**config.mk**
```make
export PLATFORM = sky130hd
export DESIGN_NAME = pipe_hazard_ctrl_flat
export DESIGN_NICKNAME = d
export VERILOG_FILES = /design/src/rtl/pipe_hazard_ctrl_pkg.sv /design/src/rtl/pipe_hazard_ctrl_if.sv /design/src/rtl/pipe_hazard_ctrl_sat_counter.sv /design/src/rtl/pipe_hazard_ctrl.sv /design/src/flat_wrapper.sv
export SDC_FILE = /design/constraint.sdc
export NUM_CORES = 1
export LEC_CHECK = 0
export ABC_AREA = 1
export CAP_MARGIN = 0
export CORE_MARGIN = 2
export CORE_UTILIZATION = 51
export CTS_CLUSTER_DIAMETER = 50
export DETAILED_ROUTE_END_ITERATION = 16
export GPL_TIMING_DRIVEN = 1
export PLACE_DENSITY_LB_ADDON = 0.2
export SETUP_SLACK_MARGIN = 0.3
export SLEW_MARGIN = 20
export SYNTH_ARGS = -nofsm -noshare
export SYNTH_HDL_FRONTEND = slang
export SYNTH_HIERARCHICAL = 1
export SYNTH_SLANG_ARGS = --single-unit
```
**constraint.sdc**
```tcl
create_clock -name clk -period 1.7 [get_ports clk]
set_input_delay 0.34 -clock clk [delete_from_list [all_inputs] [get_ports clk]]
set_output_delay 0.34 -clock clk [all_outputs]
set_load 0.03 [all_outputs]
```
**src/rtl/pipe_hazard_ctrl_pkg.sv**
```systemverilog
// Shared pipeline package: FSM state encoding, flush-counter width and the
// default flush depth used by the decode stage and the hazard controller.
package pipe_hazard_ctrl_pkg;

    localparam int STATE_W             = 2;
    localparam int FCNT_W              = 3;   // covers FLUSH_DEPTH up to 7
    localparam int FLUSH_DEPTH_DEFAULT = 2;

    typedef enum logic [STATE_W-1:0] {
        ST_RUN      = 2'd0,
        ST_FLUSH    = 2'd1,
        ST_MEM_WAIT = 2'd2,
        ST_RSVD     = 2'd3
    } state_e;

endpackage

```
**src/rtl/pipe_hazard_ctrl_if.sv**
```systemverilog
// Hazard-control bundle between the pipeline datapath (master) and the
// hazard controller (slave).
//   master drives: decode sources, EX load/destination, redirect, mem_busy,
//                  counter clear
//   slave drives : PC / IF/ID / ID/EX controls, state, performance counters
interface pipe_hazard_ctrl_if
    import pipe_hazard_ctrl_pkg::*;
#(
    parameter int REG_ADDR_WIDTH = 5,
    parameter int CNT_WIDTH      = 16
);
    logic [REG_ADDR_WIDTH-1:0] id_read_address1;
    logic [REG_ADDR_WIDTH-1:0] id_read_address2;
    logic                      id_uses_rs2;
    logic                      ex_mem_rd_en;
    logic [REG_ADDR_WIDTH-1:0] ex_reg_wr_addr;
    logic                      ex_redirect;
    logic                      mem_busy;
    logic                      cnt_clr;

    logic                      pc_wr_en;
    logic                      if_id_wr_en;
    logic                      if_id_flush;
    logic                      id_ex_hold;
    logic                      id_ex_bubble;
    logic [STATE_W-1:0]        state_out;
    logic [CNT_WIDTH-1:0]      stall_cnt;
    logic [CNT_WIDTH-1:0]      flush_cnt;

    modport master (
        output id_read_address1, id_read_address2, id_uses_rs2, ex_mem_rd_en,
               ex_reg_wr_addr, ex_redirect, mem_busy, cnt_clr,
        input  pc_wr_en, if_id_wr_en, if_id_flush, id_ex_hold, id_ex_bubble,
               state_out, stall_cnt, flush_cnt
    );

    modport slave (
        input  id_read_address1, id_read_address2, id_uses_rs2, ex_mem_rd_en,
               ex_reg_wr_addr, ex_redirect, mem_busy, cnt_clr,
        output pc_wr_en, if_id_wr_en, if_id_flush, id_ex_hold, id_ex_bubble,
               state_out, stall_cnt, flush_cnt
    );

endinterface

```
**src/rtl/pipe_hazard_ctrl_sat_counter.sv**
```systemverilog
// Saturating up-counter with synchronous clear.
//   clk, rst_n : clock, async active-low reset
//   inc        : count this cycle (held at all-ones once reached)
//   clr        : synchronous clear, wins over inc
//   count      : current value
module sat_counter #(
    parameter int CNT_WIDTH = 16
) (
    input  logic                 clk,
    input  logic                 rst_n,
    input  logic                 inc,
    input  logic                 clr,
    output logic [CNT_WIDTH-1:0] count
);

    logic [CNT_WIDTH-1:0] count_q, count_d;

    always_comb begin
        count_d = count_q;
        if (clr) begin
            count_d = '0;
        end else if (inc && (count_q != '1)) begin
            count_d = count_q + CNT_WIDTH'(1);
        end
    end

    always_ff @(posedge clk or negedge rst_n) begin
        if (!rst_n) begin
            count_q <= '0;
        end else begin
            count_q <= count_d;
        end
    end

    assign count = count_q;

endmodule

```
**src/rtl/pipe_hazard_ctrl.sv**
```systemverilog
// Pipeline hazard controller: load-use stall, redirect flush with a
// configurable bubble train, and memory-wait freeze, plus stall/flush
// performance counters.
//   clk, rst_n : clock, async active-low reset
//   hz         : hazard bundle (slave side), see pipe_hazard_ctrl_if
// Controls are combinational from the current state and inputs; the state,
// the return state, the flush down-counter and the counters are registered.
module pipe_hazard_ctrl
    import pipe_hazard_ctrl_pkg::*;
#(
    parameter int REG_ADDR_WIDTH = 5,
    parameter int FLUSH_DEPTH    = FLUSH_DEPTH_DEFAULT,
    parameter int CNT_WIDTH      = 16
) (
    input  logic               clk,
    input  logic               rst_n,
    pipe_hazard_ctrl_if.slave  hz
);

    localparam logic [FCNT_W-1:0] FLUSH_LOAD = FCNT_W'(FLUSH_DEPTH - 1);

    state_e              state_q, state_d;
    state_e              ret_q, ret_d;
    logic [FCNT_W-1:0]   fcnt_q, fcnt_d;

    logic [REG_ADDR_WIDTH-1:0] ex_rd, id_rs1, id_rs2;
    logic lu;
    logic redirect_acc;
    logic pc_wr_en, if_id_wr_en, if_id_flush, id_ex_hold, id_ex_bubble;
    logic [CNT_WIDTH-1:0] stall_cnt, flush_cnt;

    assign ex_rd  = hz.ex_reg_wr_addr;
    assign id_rs1 = hz.id_read_address1;
    assign id_rs2 = hz.id_read_address2;

    // Register zero is hard-wired, so a load targeting it never creates a hazard.
    assign lu = hz.ex_mem_rd_en && (ex_rd != '0) &&
                ((ex_rd == id_rs1) || (hz.id_uses_rs2 && (ex_rd == id_rs2)));

    always_comb begin
        // NOTE: every output gets a default first so no path leaves it
        // unassigned, which would otherwise infer a latch.
        state_d      = state_q;
        ret_d        = ret_q;
        fcnt_d       = fcnt_q;
        pc_wr_en     = 1'b1;
        if_id_wr_en  = 1'b1;
        if_id_flush  = 1'b0;
        id_ex_hold   = 1'b0;
        id_ex_bubble = 1'b0;
        redirect_acc = 1'b0;

        // In reset the defaults above (plain RUN) are forced, ignoring inputs.
        if (rst_n) begin
            case (state_q)
                ST_RUN, ST_FLUSH: begin
                    if (hz.mem_busy) begin
                        // Freeze the front end; fcnt is left untouched so an
                        // interrupted flush resumes where it stopped.
                        pc_wr_en    = 1'b0;
                        if_id_wr_en = 1'b0;
                        id_ex_hold  = 1'b1;
                        ret_d       = state_q;
                        state_d     = ST_MEM_WAIT;
                    end else if (state_q == ST_FLUSH) begin
                        // Redirect and load-use are don't-cares while bubbling.
                        id_ex_bubble = 1'b1;
                        if (fcnt_q <= FCNT_W'(1)) begin
                            fcnt_d  = '0;
                            state_d = ST_RUN;
                        end else begin
                            fcnt_d = fcnt_q - FCNT_W'(1);
                        end
                    end else if (hz.ex_redirect) begin
                        if_id_wr_en  = 1'b0;
                        if_id_flush  = 1'b1;
                        id_ex_bubble = 1'b1;
                        redirect_acc = 1'b1;
                        fcnt_d       = FLUSH_LOAD;
                        state_d      = (FLUSH_DEPTH > 1) ? ST_FLUSH : ST_RUN;
                    end else if (lu) begin
                        pc_wr_en     = 1'b0;
                        if_id_wr_en  = 1'b0;
                        id_ex_bubble = 1'b1;
                    end
                end
                ST_MEM_WAIT: begin
                    // Outputs stay frozen through the exit cycle too.
                    pc_wr_en    = 1'b0;
                    if_id_wr_en = 1'b0;
                    id_ex_hold  = 1'b1;
                    if (!hz.mem_busy) begin
                        state_d = ret_q;
                    end
                end
                default: state_d = ST_RUN;
            endcase
        end
    end

    always_ff @(posedge clk or negedge rst_n) begin
        if (!rst_n) begin
            state_q <= ST_RUN;
            ret_q   <= ST_RUN;
            fcnt_q  <= '0;
        end else begin
            // NOTE: non-blocking updates so every register samples the
            // pre-edge values, independent of statement order.
            state_q <= state_d;
            ret_q   <= ret_d;
            fcnt_q  <= fcnt_d;
        end
    end

    sat_counter #(.CNT_WIDTH(CNT_WIDTH)) u_stall_cnt (
        .clk   (clk),
        .rst_n (rst_n),
        .inc   (~pc_wr_en),
        .clr   (hz.cnt_clr),
        .count (stall_cnt)
    );

    sat_counter #(.CNT_WIDTH(CNT_WIDTH)) u_flush_cnt (
        .clk   (clk),
        .rst_n (rst_n),
        .inc   (redirect_acc),
        .clr   (hz.cnt_clr),
        .count (flush_cnt)
    );

    assign hz.pc_wr_en     = pc_wr_en;
    assign hz.if_id_wr_en  = if_id_wr_en;
    assign hz.if_id_flush  = if_id_flush;
    assign hz.id_ex_hold   = id_ex_hold;
    assign hz.id_ex_bubble = id_ex_bubble;
    assign hz.state_out    = state_q;
    assign hz.stall_cnt    = stall_cnt;
    assign hz.flush_cnt    = flush_cnt;

endmodule

```
**src/flat_wrapper.sv**
```systemverilog
// flat-port wrapper written by rule: the top's interface ports become plain ports
module pipe_hazard_ctrl_flat import pipe_hazard_ctrl_pkg::*;
#(
    parameter int REG_ADDR_WIDTH = 5,
    parameter int FLUSH_DEPTH    = FLUSH_DEPTH_DEFAULT,
    parameter int CNT_WIDTH      = 16
)
  (clk, rst_n, hz_id_read_address1, hz_id_read_address2, hz_id_uses_rs2, hz_ex_mem_rd_en, hz_ex_reg_wr_addr, hz_ex_redirect, hz_mem_busy, hz_cnt_clr, hz_pc_wr_en, hz_if_id_wr_en, hz_if_id_flush, hz_id_ex_hold, hz_id_ex_bubble, hz_state_out, hz_stall_cnt, hz_flush_cnt);
  pipe_hazard_ctrl_if #(.REG_ADDR_WIDTH(REG_ADDR_WIDTH), .CNT_WIDTH(CNT_WIDTH)) hz_i ();
  input  logic clk;
  input  logic rst_n;
  input wire logic [$bits(hz_i.id_read_address1)-1:0] hz_id_read_address1;
  input wire logic [$bits(hz_i.id_read_address2)-1:0] hz_id_read_address2;
  input wire logic [$bits(hz_i.id_uses_rs2)-1:0] hz_id_uses_rs2;
  input wire logic [$bits(hz_i.ex_mem_rd_en)-1:0] hz_ex_mem_rd_en;
  input wire logic [$bits(hz_i.ex_reg_wr_addr)-1:0] hz_ex_reg_wr_addr;
  input wire logic [$bits(hz_i.ex_redirect)-1:0] hz_ex_redirect;
  input wire logic [$bits(hz_i.mem_busy)-1:0] hz_mem_busy;
  input wire logic [$bits(hz_i.cnt_clr)-1:0] hz_cnt_clr;
  output wire logic [$bits(hz_i.pc_wr_en)-1:0] hz_pc_wr_en;
  output wire logic [$bits(hz_i.if_id_wr_en)-1:0] hz_if_id_wr_en;
  output wire logic [$bits(hz_i.if_id_flush)-1:0] hz_if_id_flush;
  output wire logic [$bits(hz_i.id_ex_hold)-1:0] hz_id_ex_hold;
  output wire logic [$bits(hz_i.id_ex_bubble)-1:0] hz_id_ex_bubble;
  output wire logic [$bits(hz_i.state_out)-1:0] hz_state_out;
  output wire logic [$bits(hz_i.stall_cnt)-1:0] hz_stall_cnt;
  output wire logic [$bits(hz_i.flush_cnt)-1:0] hz_flush_cnt;
  assign hz_i.id_read_address1 = hz_id_read_address1;
  assign hz_i.id_read_address2 = hz_id_read_address2;
  assign hz_i.id_uses_rs2 = hz_id_uses_rs2;
  assign hz_i.ex_mem_rd_en = hz_ex_mem_rd_en;
  assign hz_i.ex_reg_wr_addr = hz_ex_reg_wr_addr;
  assign hz_i.ex_redirect = hz_ex_redirect;
  assign hz_i.mem_busy = hz_mem_busy;
  assign hz_i.cnt_clr = hz_cnt_clr;
  assign hz_pc_wr_en = hz_i.pc_wr_en;
  assign hz_if_id_wr_en = hz_i.if_id_wr_en;
  assign hz_if_id_flush = hz_i.if_id_flush;
  assign hz_id_ex_hold = hz_i.id_ex_hold;
  assign hz_id_ex_bubble = hz_i.id_ex_bubble;
  assign hz_state_out = hz_i.state_out;
  assign hz_stall_cnt = hz_i.stall_cnt;
  assign hz_flush_cnt = hz_i.flush_cnt;
  pipe_hazard_ctrl #(.REG_ADDR_WIDTH(REG_ADDR_WIDTH), .FLUSH_DEPTH(FLUSH_DEPTH), .CNT_WIDTH(CNT_WIDTH)) u_core (.clk(clk), .rst_n(rst_n), .hz(hz_i));
endmodule
```
==> reports/summary.md <==
At the later pin of the worst-skew pair, clock insertion delay measures 0.31 ns. The first routing iteration left 394 violations. The count of hold-fix buffers inserted at cts came out at 0. The area added between synthesis and finish came out at 52.7%.

Setup violations remaining at the end of the flow were counted as 20. The transition time of the tightest slew-check pin was 0.510 ns; the achievable clock frequency was 546 MHz. The cell type with the highest occurrence count on the critical path is sky130_fd_sc_hd__buf_4.

The maximum ir drop on the vdd rail was 0.000541 V; the final-report max-slew violation count was 0. The power per cell area came out at 597 mW/mm^2. Global-route usage over all layers: 29.0%. The mean routed wirelength per cell was 16.1 um. The highest routing layer actually used is met4. TritonCTS built the clock tree.

The combined area of all synthesized cells is 0.00271 sq mm, and the largest stage delay on the critical path is 0.45 ns. The number of nets in the synthesized netlist was 423. After clock tree synthesis, the clock-pin slew on the worst setup and hold paths is 0.09 ns. The library cell used most frequently in the layout, excluding fill and tap cells, is sky130_fd_sc_hd__nand2_1.

The arrival time at the worst endpoint came out at 1.97 ns. The average cell area after synthesis is 6.83 sq um, and the leftover overflow at the end of global routing is 0. Max-cap violations in this run came to 0. The path type of the worst min-delay path is input port to async pin. The Yosys step of the flow raised 6 warnings. The flow ran to the end, but the final reports show violations.

After filler insertion, the fill cell instance count of the layout stands at 334. Setup repair after global routing could not meet its margin everywhere. The initialized floorplan defines 26 standard-cell rows. For the initial antenna violation count, the log shows 0. The run gives 4890 um as the amount of wire on met2 after detailed routing. The number of nets at the end of the flow was 540. Measured along the x axis, the die boundary spans 76.9 um. The wire length on met1 is 3640 um, and the total number of H-tree levels is 2.

In the layout the commonest cells are 106 x sky130_fd_sc_hd__nand2_1, 38 x sky130_fd_sc_hd__buf_4, 38 x sky130_fd_sc_hd__nand2_2. The vias per cell works out to 5.60. The final reports fail on setup timing.

Walking the worst path, the cells encountered are buf_4, nand2_2, a21oi_2, buf_4, buf_4, buf_4, buf_4, buf_4, o32ai_1. The post-layout worst setup margin was -0.131 ns; the post-route minimum period was 1.83 ns. The number of I/O port buffers works out to 60. Placed cell area: 0.00365 sq mm. For this block, the routed nets add up to 9420 um of wire. The y dimension of the die is 76.9 um.

The floorplan step defined a die boundary enclosing 0.00592 sq mm. Headroom to the max-slew limit came out at 65.9%. The tools report the fraction of the core area covered by cells at the end of the flow as 81.1%.

The largest net degree at the start of global routing was 25; the unique cell type count in the Yosys netlist was 32. Area of the core region: 0.00511 sq mm. The category of the critical setup timing path is flop to flop. The tools report the accumulated negative setup slack as -0.736 ns. The logs give 0 for the hold violation count in the final report and 2 for the buffer levels on the longest clock path.

For the starting density of the core, the log shows 53.1%. The sequential area share after synthesis is 36.0%, and the number of top-level pins is 61. The run gives 0 as the final antenna diode count. The worst setup path is captured at a flop. The final period utilization came out at 108%. The root cell of the clock tree is sky130_fd_sc_hd__clkbuf_8. The element type at the critical path start was a flop. The run gives -0.809 ns as the worst setup slack after placement. The logs give 5 for the number of detailed-routing iterations run before antenna repair and 562 um for the met3 wire length. Summing all non-filler instances in the final layout gives an area of 0.00414 sq mm.

Among all stages on the critical path, the largest delay is contributed by sky130_fd_sc_hd__dfrtp_2. Summing over every cut layer, the via total after detailed routing is 3274. The count of nets left with antenna violations once routing finished came out at 0. In this run, CTS created clock tree buffers numbering 5. Routability-driven placement finished with a final weighted congestion of 0.875. Along the worst path, the maximum fanout reaches 5.

The register-to-register setup slack is -0.13 ns. In this run, synthesis produced a sequential element count of 39. The leakage power summed over all cells came out at 2.13 nW. The gate count of the mapped netlist is 397, and the via count of the first global-routing pass is 3057.

For this design, the sink count on the clock tree is 39. The fraction of final layout cells sized beyond drive strength 1 was 45.6%. The multi-input combinational cells in the finished layout cover a total of 0.00178 sq mm. After legalization and detailed placement, the total HPWL measured 5150 um. The first global-routing pass estimated 14000 um of wire. The register cell area after layout is 996 sq um. After detailed routing, the number of remaining DRC violations is 0. Data on the critical path is required at its endpoint by 1.84 ns. For the worst flop-to-flop path, the logic depth is 9. Across the routed clock network, the largest skew measured is 0.0128 ns.

Overall power consumption after layout is estimated at 2.47 mW.
-- cells by family after synthesis --
kind of cell | after synthesis | synth area share, %
simple gates | 252 | 41.4
buf+inv | 58 | 9.14
flops | 39 | 36.0
compound gates | 32 | 7.75
xor+xnor | 12 | 3.88
fa+ha+maj | 4 | 1.85
-- critical path, delay by kind of cell, from the launching register on --
family,cells,cell delay [ns]
AND/OR/NAND/NOR,1,0.11
AO/OA/AOI/OAI,2,0.33
buffers and inverters,6,0.79
flip-flops,1,0.45
-- where the power goes --
part	total (mW)	internal (mW)	switching [mW]
combinational	0.817	0.360	0.457
sequential	1.00	0.964	0.0363
clock	0.652	0.287	0.365
total	2.47	1.61	0.858
-- synth_stat cells, drive strengths merged --
cell	number	area share, %
nand2	155	23
inv	51	7.2
nor2	43	7.1
dfrtp	39	36
nand3	29	5.5
nand4	19	4.4
o21ai	19	4.5
xor2	7	2.3
buf	6	1.8
a21oi	5	1.1
o21bai	5	1.4
xnor2	5	1.6
ha	4	1.8
nor3	4	0.74
or2	2	0.46
a31oi	1	0.23
clkinv	1	0.18
o211ai	1	0.28
o32ai	1	0.32
-- sequential cells by signal, summed over array words and instances (netlist names) --
register / flops
u_core/ret_q: 2
u_core/u_flush_cnt/count: 16
u_core/hz.state_out: 2
u_core/fcnt_q: 3
u_core/u_stall_cnt/count: 16
-- routing by layer --
metal,track usage (%),vias up
li1,-,1490
met3,4.71,51
met5,0,-
met4,10.9,0
met1,34.3,1549
met2,52.4,184
-- what timing repair did --
| action | 4_1_cts | 5_1_grt |
|---|---|---|
| resized for setup | 288 | 63 |
| buffers inserted | 14 | 11 |
| pin swaps | 41 | 17 |
| cloned | 3 | 0 |
| endpoints found under the setup margin | 71 | 60 |
-- worst paths after layout --
kind                                               startpoint                                       to
min reg2reg                       u_core/ret_q[1]$_DFFE_PN0P_              u_core/ret_q[1]$_DFFE_PN0P_
min                                                     rst_n  u_core/u_stall_cnt/count[8]$_DFFE_PN0P_
max in group asynchronous                               rst_n  u_core/u_flush_cnt/count[1]$_DFFE_PN0P_
max reg2reg                u_core/hz.state_out[0]$_DFFE_PN0P_             u_core/fcnt_q[1]$_DFFE_PN0P_
min in group clk                  u_core/ret_q[1]$_DFFE_PN0P_              u_core/ret_q[1]$_DFFE_PN0P_
max                        u_core/hz.state_out[0]$_DFFE_PN0P_             u_core/fcnt_q[1]$_DFFE_PN0P_
-- layout make-up --
class,count,area share (%)
timing repair inverter,2,0.544
inverter,52,5.80
sequential,39,24.1
clock buffer,6,1.75
tap,70,2.12
clock inverter,2,0.302
timing repair buffer,114,22.3
multi-input combinational,300,43.1
-- per-stage QoR --
stage               hold WS (ns)  instances
floorplan                 0.0444        397
global placement           0.401        549
detailed placement         0.391        549
CTS                       0.0645        574
global route              0.0843        585
finish                    0.0710        585
Note: power is estimated with default switching activity, not from simulation.
